<file path="config.mk">
export PLATFORM = sky130hd
export DESIGN_NAME = match_referee
export DESIGN_NICKNAME = d
export VERILOG_FILES = /design/src/rtl/match_referee.sv
export SDC_FILE = /design/constraint.sdc
export NUM_CORES = 1
export LEC_CHECK = 0
export BUFFER_PORTS_ARGS = -buffer_cell sky130_fd_sc_hd__buf_2
export CAP_MARGIN = 20
export CORE_AREA = 2 2 58 114
export CTS_CLUSTER_SIZE = 25
export DETAILED_ROUTE_END_ITERATION = 10
export DIE_AREA = 0 0 60 116
export PLACE_DENSITY = 0.48
export SYNTH_ARGS = -nofsm -noshare
export SYNTH_HDL_FRONTEND = slang
export SYNTH_SLANG_ARGS = --single-unit
</file>
<file path="constraint.sdc">
create_clock -name clk_i -period 2 [get_ports clk_i]
set_clock_uncertainty 0.05 [all_clocks]
set_input_delay 0.2 -clock clk_i [delete_from_list [all_inputs] [get_ports clk_i]]
set_output_delay 0.2 -clock clk_i [all_outputs]
set_load 0.005 [all_outputs]
</file>
<file path="src/rtl/match_referee.sv">
// Best-of-N match controller: re-arms the downstream counter each round and scores its results.
// Optional PLAY watchdog enabled by defining REFEREE_TIMEOUT_EN.
module match_referee #(
   parameter int ROUNDS_TO_WIN  = 3,
   parameter int HOLD_CYCLES    = 4,
   parameter int TIMEOUT_CYCLES = 1024
) (
   input  logic       clk_i,
   input  logic       rst_n_i,
   input  logic       start_i,
   input  logic [3:0] seed_i,
   input  logic       gameover_i,
   input  logic [1:0] who_i,
   output logic       cnt_rst_n_o,
   output logic       init_o,
   output logic [3:0] load_val_o,
   output logic [3:0] score_w_o,
   output logic [3:0] score_l_o,
   output logic [3:0] round_o,
   output logic       match_done_o,
   output logic [1:0] champion_o
);

   typedef enum logic [2:0] {S_IDLE, S_ARM, S_LOAD, S_PLAY, S_DONE} state_t;

   localparam logic [3:0] WIN_SCORE = 4'(ROUNDS_TO_WIN);
   localparam logic [3:0] HOLD_LAST = 4'(HOLD_CYCLES - 1);

   state_t     state_q, state_d;
   logic [3:0] hold_q, hold_d;
   logic       cnt_rst_n_q, cnt_rst_n_d;
   logic       init_q, init_d;
   logic [3:0] load_val_q, load_val_d;
   logic [3:0] score_w_q, score_w_d;
   logic [3:0] score_l_q, score_l_d;
   logic [3:0] round_q, round_d;
   logic       match_done_q, match_done_d;
   logic [1:0] champion_q, champion_d;
   logic [3:0] round_inc;
   logic [3:0] score_w_inc;
   logic [3:0] score_l_inc;

`ifdef REFEREE_TIMEOUT_EN
   localparam int TW = $clog2(TIMEOUT_CYCLES + 1);
   localparam logic [TW-1:0] TIMEOUT_LAST = TW'(TIMEOUT_CYCLES - 1);
   logic [TW-1:0] play_cnt_q, play_cnt_d;
`endif

   assign round_inc   = (round_q == 4'hF) ? 4'hF : round_q + 4'd1;
   assign score_w_inc = score_w_q + 4'd1;
   assign score_l_inc = score_l_q + 4'd1;

   always_comb begin
      state_d      = state_q;
      hold_d       = hold_q;
      cnt_rst_n_d  = cnt_rst_n_q;
      init_d       = 1'b0;
      load_val_d   = load_val_q;
      score_w_d    = score_w_q;
      score_l_d    = score_l_q;
      round_d      = round_q;
      match_done_d = match_done_q;
      champion_d   = champion_q;
`ifdef REFEREE_TIMEOUT_EN
      play_cnt_d   = '0;
`endif
      case (state_q)
         S_IDLE, S_DONE: begin
            cnt_rst_n_d = 1'b0;
            if (start_i) begin
               state_d      = S_ARM;
               hold_d       = 4'd0;
               score_w_d    = 4'd0;
               score_l_d    = 4'd0;
               round_d      = 4'd0;
               match_done_d = 1'b0;
               champion_d   = 2'b00;
            end
         end
         S_ARM: begin
            cnt_rst_n_d = 1'b0;
            if (hold_q == HOLD_LAST) begin
               state_d     = S_LOAD;
               hold_d      = 4'd0;
               cnt_rst_n_d = 1'b1;
               init_d      = 1'b1;
               load_val_d  = seed_i;
            end else begin
               hold_d = hold_q + 4'd1;
            end
         end
         S_LOAD: begin
            state_d     = S_PLAY;
            cnt_rst_n_d = 1'b1;
         end
         S_PLAY: begin
            cnt_rst_n_d = 1'b1;
            if (gameover_i) begin
               round_d     = round_inc;
               state_d     = S_ARM;
               hold_d      = 4'd0;
               cnt_rst_n_d = 1'b0;
               if (who_i == 2'b01) score_w_d = score_w_inc;
               if (who_i == 2'b10) score_l_d = score_l_inc;
               // A round that reaches the target ends the match instead of re-arming.
               if ((who_i == 2'b01 && score_w_inc == WIN_SCORE) ||
                   (who_i == 2'b10 && score_l_inc == WIN_SCORE)) begin
                  state_d      = S_DONE;
                  match_done_d = 1'b1;
                  champion_d   = who_i;
               end
            end
`ifdef REFEREE_TIMEOUT_EN
            else if (play_cnt_q == TIMEOUT_LAST) begin
               round_d     = round_inc;
               state_d     = S_ARM;
               hold_d      = 4'd0;
               cnt_rst_n_d = 1'b0;
            end else begin
               play_cnt_d = play_cnt_q + 1'b1;
            end
`endif
         end
         default: begin
            state_d     = S_IDLE;
            cnt_rst_n_d = 1'b0;
         end
      endcase
   end

   always_ff @(posedge clk_i or negedge rst_n_i) begin
      if (!rst_n_i) begin
         state_q      <= S_IDLE;
         hold_q       <= 4'd0;
         cnt_rst_n_q  <= 1'b0;
         init_q       <= 1'b0;
         load_val_q   <= 4'd0;
         score_w_q    <= 4'd0;
         score_l_q    <= 4'd0;
         round_q      <= 4'd0;
         match_done_q <= 1'b0;
         champion_q   <= 2'b00;
`ifdef REFEREE_TIMEOUT_EN
         play_cnt_q   <= '0;
`endif
      end else begin
         state_q      <= state_d;
         hold_q       <= hold_d;
         cnt_rst_n_q  <= cnt_rst_n_d;
         init_q       <= init_d;
         load_val_q   <= load_val_d;
         score_w_q    <= score_w_d;
         score_l_q    <= score_l_d;
         round_q      <= round_d;
         match_done_q <= match_done_d;
         champion_q   <= champion_d;
`ifdef REFEREE_TIMEOUT_EN
         play_cnt_q   <= play_cnt_d;
`endif
      end
   end

   assign cnt_rst_n_o  = cnt_rst_n_q;
   assign init_o       = init_q;
   assign load_val_o   = load_val_q;
   assign score_w_o    = score_w_q;
   assign score_l_o    = score_l_q;
   assign round_o      = round_q;
   assign match_done_o = match_done_q;
   assign champion_o   = champion_q;

endmodule
</file>
* Word level (Yosys, flattened, before mapping)
Index checks and enable logic that the tools add are counted.
Operators by class: muxes and demuxes 30, reduce and logical (&&, ||, !) cells 14, $add $sub $neg 4, equal/unequal tests 16
Operators by type and width (number):
- $mux 4 | 9
- $pmux 4 s2 | 3
- $add 4x1->4 const B | 4
- $eq 4x2->1 const B | 3
- $mux 3 | 4
- $ne 2x2->1 const B | 6
- $pmux 3 s4 | 1
- $pmux 4 s3 | 1
- $reduce_and 4->1 | 3
- $reduce_and 3->1 | 3
- $eq 3x2->1 const B | 2
- $mux 1 | 6
- $mux 2 | 3
- $eq 4x4->1 const B | 1
- $pmux 2 s2 | 1
- $eq 3x1->1 const B | 1
- $eq 3x3->1 const B | 1
- $logic_not 3->1 | 1
- $pmux 1 s3 | 1
- $reduce_bool 3->1 | 1
- $eq 2x1->1 const B | 1
- $eq 2x2->1 const B | 1
- $logic_and 1x1->1 | 2
- $pmux 1 s2 | 1
- 4 further kinds | 4
Storage, ports and cells: input bits 10, output and inout bits 21, register bits 28, logic and storage cells 74

* Logic depth before layout (Yosys ltp)
Gate-level depths: netlist of run 1.
depth after elaboration 7, gate-level depth with buffers 6, gate-level depth less buffers 5

* Worst setup path after synthesis of run 1
Ideal clock, no wire load.
kind register to register, start reg score_w_q[0], in the netlist score_w_o[0], end reg state_q[0], cell stages (with the launch flop) 6, data required time 1.826 ns, setup time 0.124 ns, path slack 0.373 ns, path buffers 0, arrival 1.453 ns, period minus slack after synthesis 1.627 ns, path through dfrtp_1 -> ha_1 -> xnor2_1 -> nand3_1 -> o22a_1 -> a211o_1
Between the ends: longest elaborated chain between the ends 7
RTL lines:
- from (decl) | RTL line 34 | logic [3:0] score_w_q, score_w_d;
- from (signal assigned) | RTL line 152 | score_w_q <= score_w_d;
- $add 4x1->4 | RTL line 50 | assign score_w_inc = score_w_q + 4'd1;
- $eq 4x2->1 | RTL line 106 | if ((who_i == 2'b01 && score_w_inc == WIN_SCORE) ||
- $logic_and 1x1->1 | RTL line 106
- $logic_or 1x1->1 | RTL line 106
- $mux 3 | RTL line 106
- $mux 3 | RTL line 98 | if (gameover_i) begin
- $pmux 3 s4 | RTL line 67 | case (state_q)
- to (signal assigned) | RTL line 147 | state_q <= state_d;
- to (decl) | RTL line 29 | state_t state_q, state_d;
No other way between the ends. The select of a mux whose other input is x is not followed. A chain may end at the register's enable or synchronous reset.

* Worst setup path in the final report of run 1
start reg score_l_q[0], in the netlist score_l_o[0], end reg state_q[0]
Between the ends: longest elaborated chain between the ends 7
RTL lines:
- from (decl) | RTL line 35 | logic [3:0] score_l_q, score_l_d;
- from (signal assigned) | RTL line 153 | score_l_q <= score_l_d;
- $add 4x1->4 | RTL line 51 | assign score_l_inc = score_l_q + 4'd1;
- $eq 4x2->1 | RTL line 107 | (who_i == 2'b10 && score_l_inc == WIN_SCORE)) begin
- $logic_and 1x1->1 | RTL line 107
- $logic_or 1x1->1 | RTL line 106
- $mux 3 | RTL line 106
- $mux 3 | RTL line 98
- $pmux 3 s4 | RTL line 67
No other way between the ends. The select of a mux whose other input is x is not followed.

==> results of run 1 <==
==> routing by layer <==
layer | track usage (%) | up-vias
li1 | - | 570
met1 | 10.6 | 559
met2 | 18.3 | 20
met3 | 1.67 | 5
met4 | 6.37 | 0
met5 | 0 | -
==> sequential cells by signal, indices dropped and copies added (netlist names), 2 cells and up <==
name        count
score_w_o       4
champion_o      2
score_l_o       4
load_val_o      4
round_o         4
state_q         3
hold_q          4
==> stage by stage <==
stage	power, W	worst slack, ns	cell area [sq um]
finish	0.00214	0.269	1820
global route	0.00231	0.164	1820
CTS	0.00219	0.253	1820
detailed placement	0.00167	0.264	1720
global placement	0.00167	0.289	1720
floorplan	0.00138	0.373	1460
==> area by class of cell <==
cell class / instances / area [sq um]
fillers: 661 / 4230
multi-input cells: 102 / 726
flip-flops and latches: 28 / 701
repair buffers: 34 / 183
well taps: 84 / 105
clock buffers: 4 / 88.8
inverters: 5 / 18.8
==> power breakdown <==
group / internal (W) / total (W) / switching (W)
combinational: 0.000377 / 0.000763 / 0.000386
clock: 0.000307 / 0.000501 / 0.000194
sequential: 0.000722 / 0.000881 / 0.000159
total: 0.00141 / 0.00214 / 0.000739
==> cells by family (layout without fill, tap and decap cells) <==
group | count (synthesis) | after routing
AO/OA/AOI/OAI | 36 | 36
XOR/XNOR | 5 | 5
flip-flops | 28 | 28
AND/OR/NAND/NOR | 50 | 50
multiplexers | 5 | 5
adder cells (fa/ha/maj) | 6 | 6
buffers and inverters | 7 | 43
==> critical path: stages, from the launching register on <==
cell,delay [ns]
dfrtp_1,0.43
ha_1,0.26
xnor2_1,0.20
nand3_1,0.13
o22a_1,0.25
a211o_1,0.31
==> layout by cell type (no fill, tap or decap), types with 4 or more instances in the layout <==
cell / synthesis / routed
buf_2: 1 / 30
dfrtp_1: 28 / 28
nand2_1: 16 / 16
o21ai_0: 10 / 10
nand3_1: 6 / 6
ha_1: 6 / 6
inv_1: 5 / 5
a21oi_1: 5 / 5
nor2_1: 4 / 4
xnor2_1: 4 / 4
mux2_2: 4 / 4
==> final timing paths <==
kind	start	end	slack, ns	depth (start not counted)
min in group asynchronous	rst_n_i	score_l_o[1]	0.44	2
min reg2reg	load_val_o[2]	load_val_o[2]	0.45	1
max	score_l_o[0]	state_q[0]	0.27	5
min	seed_i[1]	load_val_o[1]	0.11	2
max in group asynchronous	rst_n_i	hold_q[2]	1.03	2
max reg2reg	score_l_o[0]	state_q[0]	0.27	5
==> timing repair <==
item / 4_1_cts / 5_1_grt
gates resized for setup: 0 / 0
hold buffers: 1 / 0
endpoints found under the hold margin: 28 / 0
setup endpoints to repair: 0 / 0
==> impl_metrics.tcl, run 1 <==
set metrics [dict create \
    status "complete, no violations" \
    synth_edf_count 0 \
    synthMuxAreaShare_pct 3.77 \
    viasPerCell 4.49 \
    post-route-util_pct 30.1 \
    power_density_mw_per_mm2 1180 \
    finalMaxSlewViolations 0 \
    peakVddDrop_mv 0.420 \
    instances_no_fill 257 \
    synth_top_area_share_pct 47.9 \
    grt_max_degree 29 \
    globalplace.congestion 0.725 \
    fmax_ghz 0.578 \
    wl_met1_um 1230 \
    wl_met3_um 114 \
    synth_compound_area_share_pct 17.5 \
    dr.first_iter.drc_count 22 \
    area_growth_pct 24.7 \
    drt-total-wl_um 3200 \
    crit_type "reg -> reg" \
    syn_inst 137 \
    cts-root-buf "clkbuf_16" \
    numPlacedInstances 252 \
    grt-ovfl-total 0 \
    clk_pin_slew_worst_paths_ns 0.07 \
    hold_class "in -> reg" \
    drive_above_1_share_pct 27.7 \
    yosysTopAreaCell "dfrtp_1" \
    coreArea_sq_mm 0.00606 \
    cts_inserted_buffers 3 \
    cts_max_level 1 \
    io_pins 31 \
    die_w_um 60 \
    synth_top_family_by_area "simple AND/OR/NAND/NOR gates" \
    maxCapViolCount 0 \
    ys_warn_count 0 \
    synth.area.top_cells "dfrtp_1 (48%), ha_1 (5.1%), nand2_1 (4.1%), o21ai_0 (3.4%), mux2_2 (3.1%)" \
    met2_wirelength_um 1770 \
    finalSetupViolCount 0 \
    synth_area_sq_mm 0.00146 \
    dp_hpwl_um 2470 \
    dieHeight_um 116 \
    ys_seq_area_share_pct 47.9 \
    synth_most_common_cell "dfrtp_1" \
    critPathRequiredTime_ns 2.11 \
    synthesis.nets 153 \
    ant_nets 0 \
    portBuffers 30 \
    rsz0062_at_grt "no" \
    clock_latency_ns 0.27 \
    worst-endpoint-arrival_ns 1.84 \
    dieArea_sq_mm 0.00696 \
    ys_seq_elements 28 \
    yosys.area_share.simple_pct 20.3 \
    clock-sinks 28 \
    diodes 0 \
    timing.slew.headroom_pct 56.2 \
    antenna_found_initial 0 \
    synth_common_cells "dfrtp_1 (28), nand2_1 (16), o21ai_0 (10)" \
    synth_cell_types 45 \
    wl_per_cell_um 12.5 \
    grt_pass1_vias 1182 \
    synthAdderAreaFrac_pct 5.14 \
    start_util_pct 24.1 \
    path_max_fanout 6 \
    first_pass_iters 4 \
    cts_setup_buffers 0 \
    drcViolationCount 0 \
    synth-main-ff-cell "dfrtp_1" \
    final_nets 190 \
    worstSetupEndpointType "flop" \
    worst_pin_slew_ns 0.658 \
    timing.hold.ws_ns 0.111 \
    p_leak_nw 0.859 \
    rows 40 \
    async_reset_ff_share_pct 100 \
    grt_pass1_wl_um 5370 \
    synth-xor-area-share_pct 3.00 \
    synth.avg_cell_area_sq_um 10.7 \
    fin_crit_sh_pct 86.5 \
    cts_tree "done" \
    fin_tns_setup_ns 0 \
    grtUsageTotal_pct 10.2 \
    hold_viol_final 0 \
    top_layer "met4" \
    start_kind "flop" \
    via_count 1154 \
    period_needed_ns 1.73 \
    clk_path_buf_depth 2 \
]
(Power assumes the default switching activity.)
==> inputs of run 2 (changes only) <==
--- a/config.mk
+++ b/config.mk
@@ -11,6 +11,7 @@
 export CTS_CLUSTER_SIZE = 25
 export DETAILED_ROUTE_END_ITERATION = 10
 export DIE_AREA = 0 0 60 116
+export MAX_ROUTING_LAYER = met4
 export PLACE_DENSITY = 0.48
 export SYNTH_ARGS = -nofsm -noshare
 export SYNTH_HDL_FRONTEND = slang
==> run 2 against run 1 <==
Against the previous run:
- die area is the same
- clock power is essentially flat
- wire length grew 0.16%
- non-clock buffer count is the same
- critical path depth is the same
- highest routed layer unchanged
- worst setup slack is essentially flat
- combinational power is essentially flat
- cell count is the same
- critical path type unchanged
- count of clock-buffer cells in the layout is the same
- register-to-register slack is essentially flat
- utilization is the same
- power is essentially flat
==> impl_metrics.tcl, run 2 (synthesis gave the netlist of run 1 again) <==
set metrics [dict create \
    critPathRequiredTime_ns 2.11 \
    clock_power_share_pct 23.4 \
    worstSetupEndpointType "flop" \
    rows 40 \
    instances_no_fill 257 \
    pwr-share-seq_pct 41.0 \
    wl_met3_um 83 \
    clock-sinks 28 \
    start_util_pct 24.1 \
    r2r-start "score_l_o[0]" \
    grtUsageTotal_pct 10.5 \
    final_area_sq_mm 0.00182 \
    setup_ws_ns 0.269 \
    peakVddDrop_mv 0.420 \
    holdPathStages 2 \
    numPlacedInstances 252 \
    cts_max_level 1 \
    power_density_mw_per_mm2 1180 \
    status "complete, no violations" \
    worst_pin_slew_ns 0.658 \
    cts_inserted_buffers 3 \
    via_count 1159 \
    min_to "load_val_o[1]" \
    globalplace.congestion 0.734 \
    combinationalPowerShare_pct 35.6 \
    final_cell_mix "buf_2 (30), dfrtp_1 (28), nand2_1 (16)" \
    dp_hpwl_um 2470 \
    final_common_cell "buf_2" \
    cts-root-buf "clkbuf_16" \
    dieArea_sq_mm 0.00696 \
    fmax_ghz 0.578 \
    top_layer "met4" \
    timing.slew.headroom_pct 56.1 \
    dr.first_iter.drc_count 17 \
    antenna_found_initial 0 \
    hold_class "in -> reg" \
    portBuffers 30 \
    timing.hold.ws_ns 0.110 \
    io_pins 31 \
    worst-endpoint-arrival_ns 1.84 \
    grt-ovfl-total 0 \
    path_max_fanout 6 \
    diodes 0 \
    p_int_w 0.00141 \
    fillers 661 \
    place_ws_ns 0.264 \
    rrSetupSlack_ns 0.27 \
    ant_nets 0 \
    drt-total-wl_um 3210 \
    switching_power_w 0.000740 \
    clk_pin_slew_worst_paths_ns 0.07 \
    final_nets 190 \
    fin_tns_setup_ns 0 \
    min_from "seed_i[1]" \
    cts_tree "done" \
    grt_pass1_vias 1183 \
    first_pass_iters 4 \
    reg2reg_depth 5 \
    maxCapViolCount 0 \
    grt_pass1_wl_um 5360 \
    rsz0062_at_grt "no" \
    coreArea_sq_mm 0.00606 \
    cts_resized 0 \
    wl_per_cell_um 12.5 \
    hold_viol_final 0 \
    drive_above_1_share_pct 27.7 \
    finalSetupViolCount 0 \
    drcViolationCount 0 \
    clock_latency_ns 0.27 \
    met2_wirelength_um 1770 \
    fin_crit_sh_pct 86.5 \
    crit_type "reg -> reg" \
    area_growth_pct 24.7 \
    period_needed_ns 1.73 \
    wl_met1_um 1270 \
    die_w_um 60 \
    clk_path_buf_depth 2 \
    dieHeight_um 116 \
    grt_max_degree 29 \
    start_kind "flop" \
    placed_cell_area_sq_mm 0.00172 \
    p_leak_nw 0.859 \
    swShare_pct 34.5 \
    r2r_end "state_q[0]" \
    finalMaxSlewViolations 0 \
    viasPerCell 4.51 \
]
## run 2: critical path, stage by stage (launching register included)
cell and delay (ns):
dfrtp_1 0.43, ha_1 0.26, xnor2_1 0.20, nand3_1 0.13
o22a_1 0.25, a211o_1 0.31
## run 2: metal layers
| metal | GRT usage (%) | up-vias |
|---|---|---|
| li1 | - | 570 |
| met1 | 10.9 | 562 |
| met2 | 18.3 | 21 |
| met3 | 1.23 | 6 |
| met4 | 6.37 | 0 |
| met5 | - | - |
## run 2: worst max path at each step
| stage | slack [ns] | endpoint | startpoint |
|---|---|---|---|
| finish | 0.27 | state_q[0] | score_l_o[0] |
| CTS | 0.25 | state_q[0] | score_w_o[0] |
| detailed placement | 0.26 | state_q[0] | score_w_o[0] |
| global route | 0.16 | state_q[0] | score_w_o[0] |
| floorplan | 0.37 | state_q[0] | score_w_o[0] |
| global placement | 0.29 | state_q[0] | score_l_o[0] |
## run 2: layout make-up
type / count / area [sq um] / area share (%)
clock buffers: 4 / 88.8 / 4.88
inverters: 5 / 18.8 / 1.03
multi-input cells: 102 / 726 / 39.8
flip-flops and latches: 28 / 701 / 38.5
well taps: 84 / 105 / 5.77
repair buffers: 34 / 183 / 10.0
## run 2: power groups by stage
stage | Clock [W] | Combinational, W | Sequential (W)
global placement | 0 | 0.000780 | 0.000889
global route | 0.000543 | 0.000855 | 0.000908
finish | 0.000502 | 0.000763 | 0.000881
detailed placement | 0 | 0.000778 | 0.000891
floorplan | 0 | 0.000502 | 0.000882
CTS | 0.000524 | 0.000782 | 0.000881
## run 2: metrics by stage
| step | utilization [%] | power, W |
|---|---|---|
| 6_report | 30.1 | 0.00215 |
| 5_1_grt | 30.1 | 0.00231 |
| 4_1_cts | 30.1 | 0.00219 |
| 3_5_place_dp | 28.5 | 0.00167 |
| 3_3_place_gp | 28.5 | 0.00167 |
| 2_1_floorplan | - | 0.00138 |
## run 2: what timing repair did
| action | 4_1_cts | 5_1_grt |
|---|---|---|
| endpoints found under the setup margin | 0 | 0 |
| hold endpoints to repair | 28 | 0 |
| hold buffers | 1 | 0 |
| setup buffers | 0 | 0 |
==> inputs of run 3 (changes only) <==
--- a/config.mk
+++ b/config.mk
@@ -6,7 +6,6 @@
 export NUM_CORES = 1
 export LEC_CHECK = 0
 export BUFFER_PORTS_ARGS = -buffer_cell sky130_fd_sc_hd__buf_2
-export CAP_MARGIN = 20
 export CORE_AREA = 2 2 58 114
 export CTS_CLUSTER_SIZE = 25
 export DETAILED_ROUTE_END_ITERATION = 10
==> constraint.sdc (replaced) <==
create_clock -name clk_i -period 2.2 [get_ports clk_i]
set_clock_uncertainty 0.05 [all_clocks]
set_input_delay 0.22 -clock clk_i [delete_from_list [all_inputs] [get_ports clk_i]]
set_output_delay 0.22 -clock clk_i [all_outputs]
set_load 0.005 [all_outputs]
==> run 3 against run 2 <==
Against the previous run:
- hold slack better by 0.025 ns
- die area unchanged
- power down 9.3%
- fmax down 0.12%
- cell count down 0.39%
- final area down 0.41%
- combinational power down 10%
- largest power group unchanged
==> impl_metrics.tcl, run 3 (synthesis gave the netlist of run 1 again) <==
set metrics [dict create \
    start_util_pct 24.1 \
    cts_max_level 1 \
    p_int_w 0.00127 \
    cts_tree "done" \
    drcViolationCount 0 \
    clock-sinks 28 \
    fin_tns_setup_ns 0 \
    clk_pin_slew_worst_paths_ns 0.07 \
    area_growth_pct 24.1 \
    globalplace.congestion 0.743 \
    top_layer "met4" \
    start_kind "flop" \
    max_stage_delay_ns 0.42 \
    fmax_ghz 0.577 \
    coreArea_sq_mm 0.00606 \
    worst_pin_slew_ns 0.662 \
    rows 40 \
    crit_chain "ha_1, xnor2_1, nand3_1, o22a_1, a211o_1" \
    dieArea_sq_mm 0.00696 \
    io_pins 31 \
    hold_viol_final 0 \
    worstSetupEndpointType "flop" \
    first_pass_iters 4 \
    power_density_mw_per_mm2 1070 \
    cts_inserted_buffers 3 \
    path_max_fanout 6 \
    final_nets 189 \
    r2r_end "state_q[0]" \
    final_cell_mix "buf_2 (30), dfrtp_1 (28), nand2_1 (16)" \
    p_leak_nw 0.855 \
    hold_class "in -> reg" \
    worst-endpoint-arrival_ns 1.84 \
    instances_no_fill 256 \
    rrSetupSlack_ns 0.47 \
    startpoint "score_w_o[0]" \
    status "complete, no violations" \
    antenna_found_initial 0 \
    wl_met3_um 88 \
    wl_met1_um 1280 \
    die_w_um 60 \
    finalMaxSlewViolations 0 \
    clock_latency_ns 0.27 \
    swShare_pct 34.8 \
    clock_power_share_pct 23.4 \
    via_count 1162 \
    grtUsageTotal_pct 10.9 \
    grt_max_degree 29 \
    crit_slowest_cell "dfrtp_1" \
    cts-root-buf "clkbuf_16" \
    critPathRequiredTime_ns 2.31 \
    grt_pass1_vias 1226 \
    met2_wirelength_um 1830 \
    finalSetupViolCount 0 \
    combinationalPowerShare_pct 35.3 \
    dp_hpwl_um 2530 \
    grt_pass1_wl_um 5650 \
    cts_setup_buffers 0 \
    cp-endpoint "state_q[0]" \
    reg2reg_depth 5 \
    rsz0062_at_grt "no" \
    numPlacedInstances 251 \
    period_needed_ns 1.73 \
    diodes 0 \
    r2r-start "score_w_o[0]" \
    pwr-share-seq_pct 41.4 \
    holdPathStages 2 \
    fin_crit_sh_pct 78.8 \
    portBuffers 30 \
    clk_path_buf_depth 2 \
    switching_power_w 0.000677 \
    final_common_cell "buf_2" \
    dr.first_iter.drc_count 16 \
    timing.hold.ws_ns 0.135 \
    grt-ovfl-total 0 \
    peakVddDrop_mv 0.338 \
    drive_above_1_share_pct 27.3 \
    ant_nets 0 \
    wl_per_cell_um 12.7 \
    dieHeight_um 116 \
    crit_type "reg -> reg" \
    timing.slew.headroom_pct 55.9 \
    maxCapViolCount 0 \
    viasPerCell 4.54 \
    drt-total-wl_um 3260 \
]
## run 3: changes by cell type in the layout (fill, tap and decap cells not counted)
| cell | change |
|---|---|
| buf_4 | -1 |
## run 3: power by group through the flow
stage	combinational [W]	sequential, W	clock (W)
floorplan	0.000457	0.000802	0
global placement	0.000697	0.000811	0
detailed placement	0.000699	0.000815	0
CTS	0.000702	0.000806	0.000471
global route	0.000787	0.000828	0.000489
finish	0.000686	0.000805	0.000455
## run 3: how the worst min path moves through the flow
stage              start       endpoint  slack [ns]
3_3_place_gp     rst_n_i   score_l_o[0]        0.25
6_report       seed_i[3]  load_val_o[3]        0.14
3_5_place_dp     rst_n_i   score_l_o[1]        0.24
2_1_floorplan    rst_n_i  champion_o[0]       -0.13
5_1_grt        seed_i[3]  load_val_o[3]        0.13
4_1_cts        seed_i[3]  load_val_o[3]        0.13
## run 3: metrics by stage
step                area [sq um]  worst slack, ns  power [W]  util (%)
CTS                         1810            0.452    0.00198      30.0
floorplan                   1460            0.573    0.00126         -
detailed placement          1720            0.460    0.00151      28.3
finish                      1810            0.467    0.00195      30.0
global route                1810            0.339    0.00210      30.0
global placement            1720            0.488    0.00151      28.3
## run 3: what timing repair did
| item | CTS | global route |
|---|---|---|
| gates resized for setup | 0 | 0 |
| endpoints found under the hold margin | 28 | 0 |
| hold buffers | 1 | 0 |
| setup endpoints to repair | 0 | 0 |
## run 3: area by class of cell
| cell class | instances | area (sq um) |
|---|---|---|
| well taps | 84 | 105 |
| repair buffers | 33 | 175 |
| multi-input cells | 102 | 726 |
| clock buffers | 4 | 88.8 |
| flip-flops and latches | 28 | 701 |
| fillers | 666 | 4240 |
| inverters | 5 | 18.8 |
## run 3: worst max-delay path, delay by kind of cell, from the launching register on
family                     cells  cell delay [ns]
AOI/OAI and AO/OA              2             0.58
DFF                            1             0.42
adders and majority gates      1             0.25
xor gates and xnor gates       1             0.20
and+or+nand+nor                1             0.12
## run 3: per-layer routing
metal | GRT usage (%) | vias up
met5 | - | -
met1 | 11.2 | 569
met4 | 4.00 | 0
met2 | 19.9 | 18
met3 | 1.79 | 5
li1 | - | 570
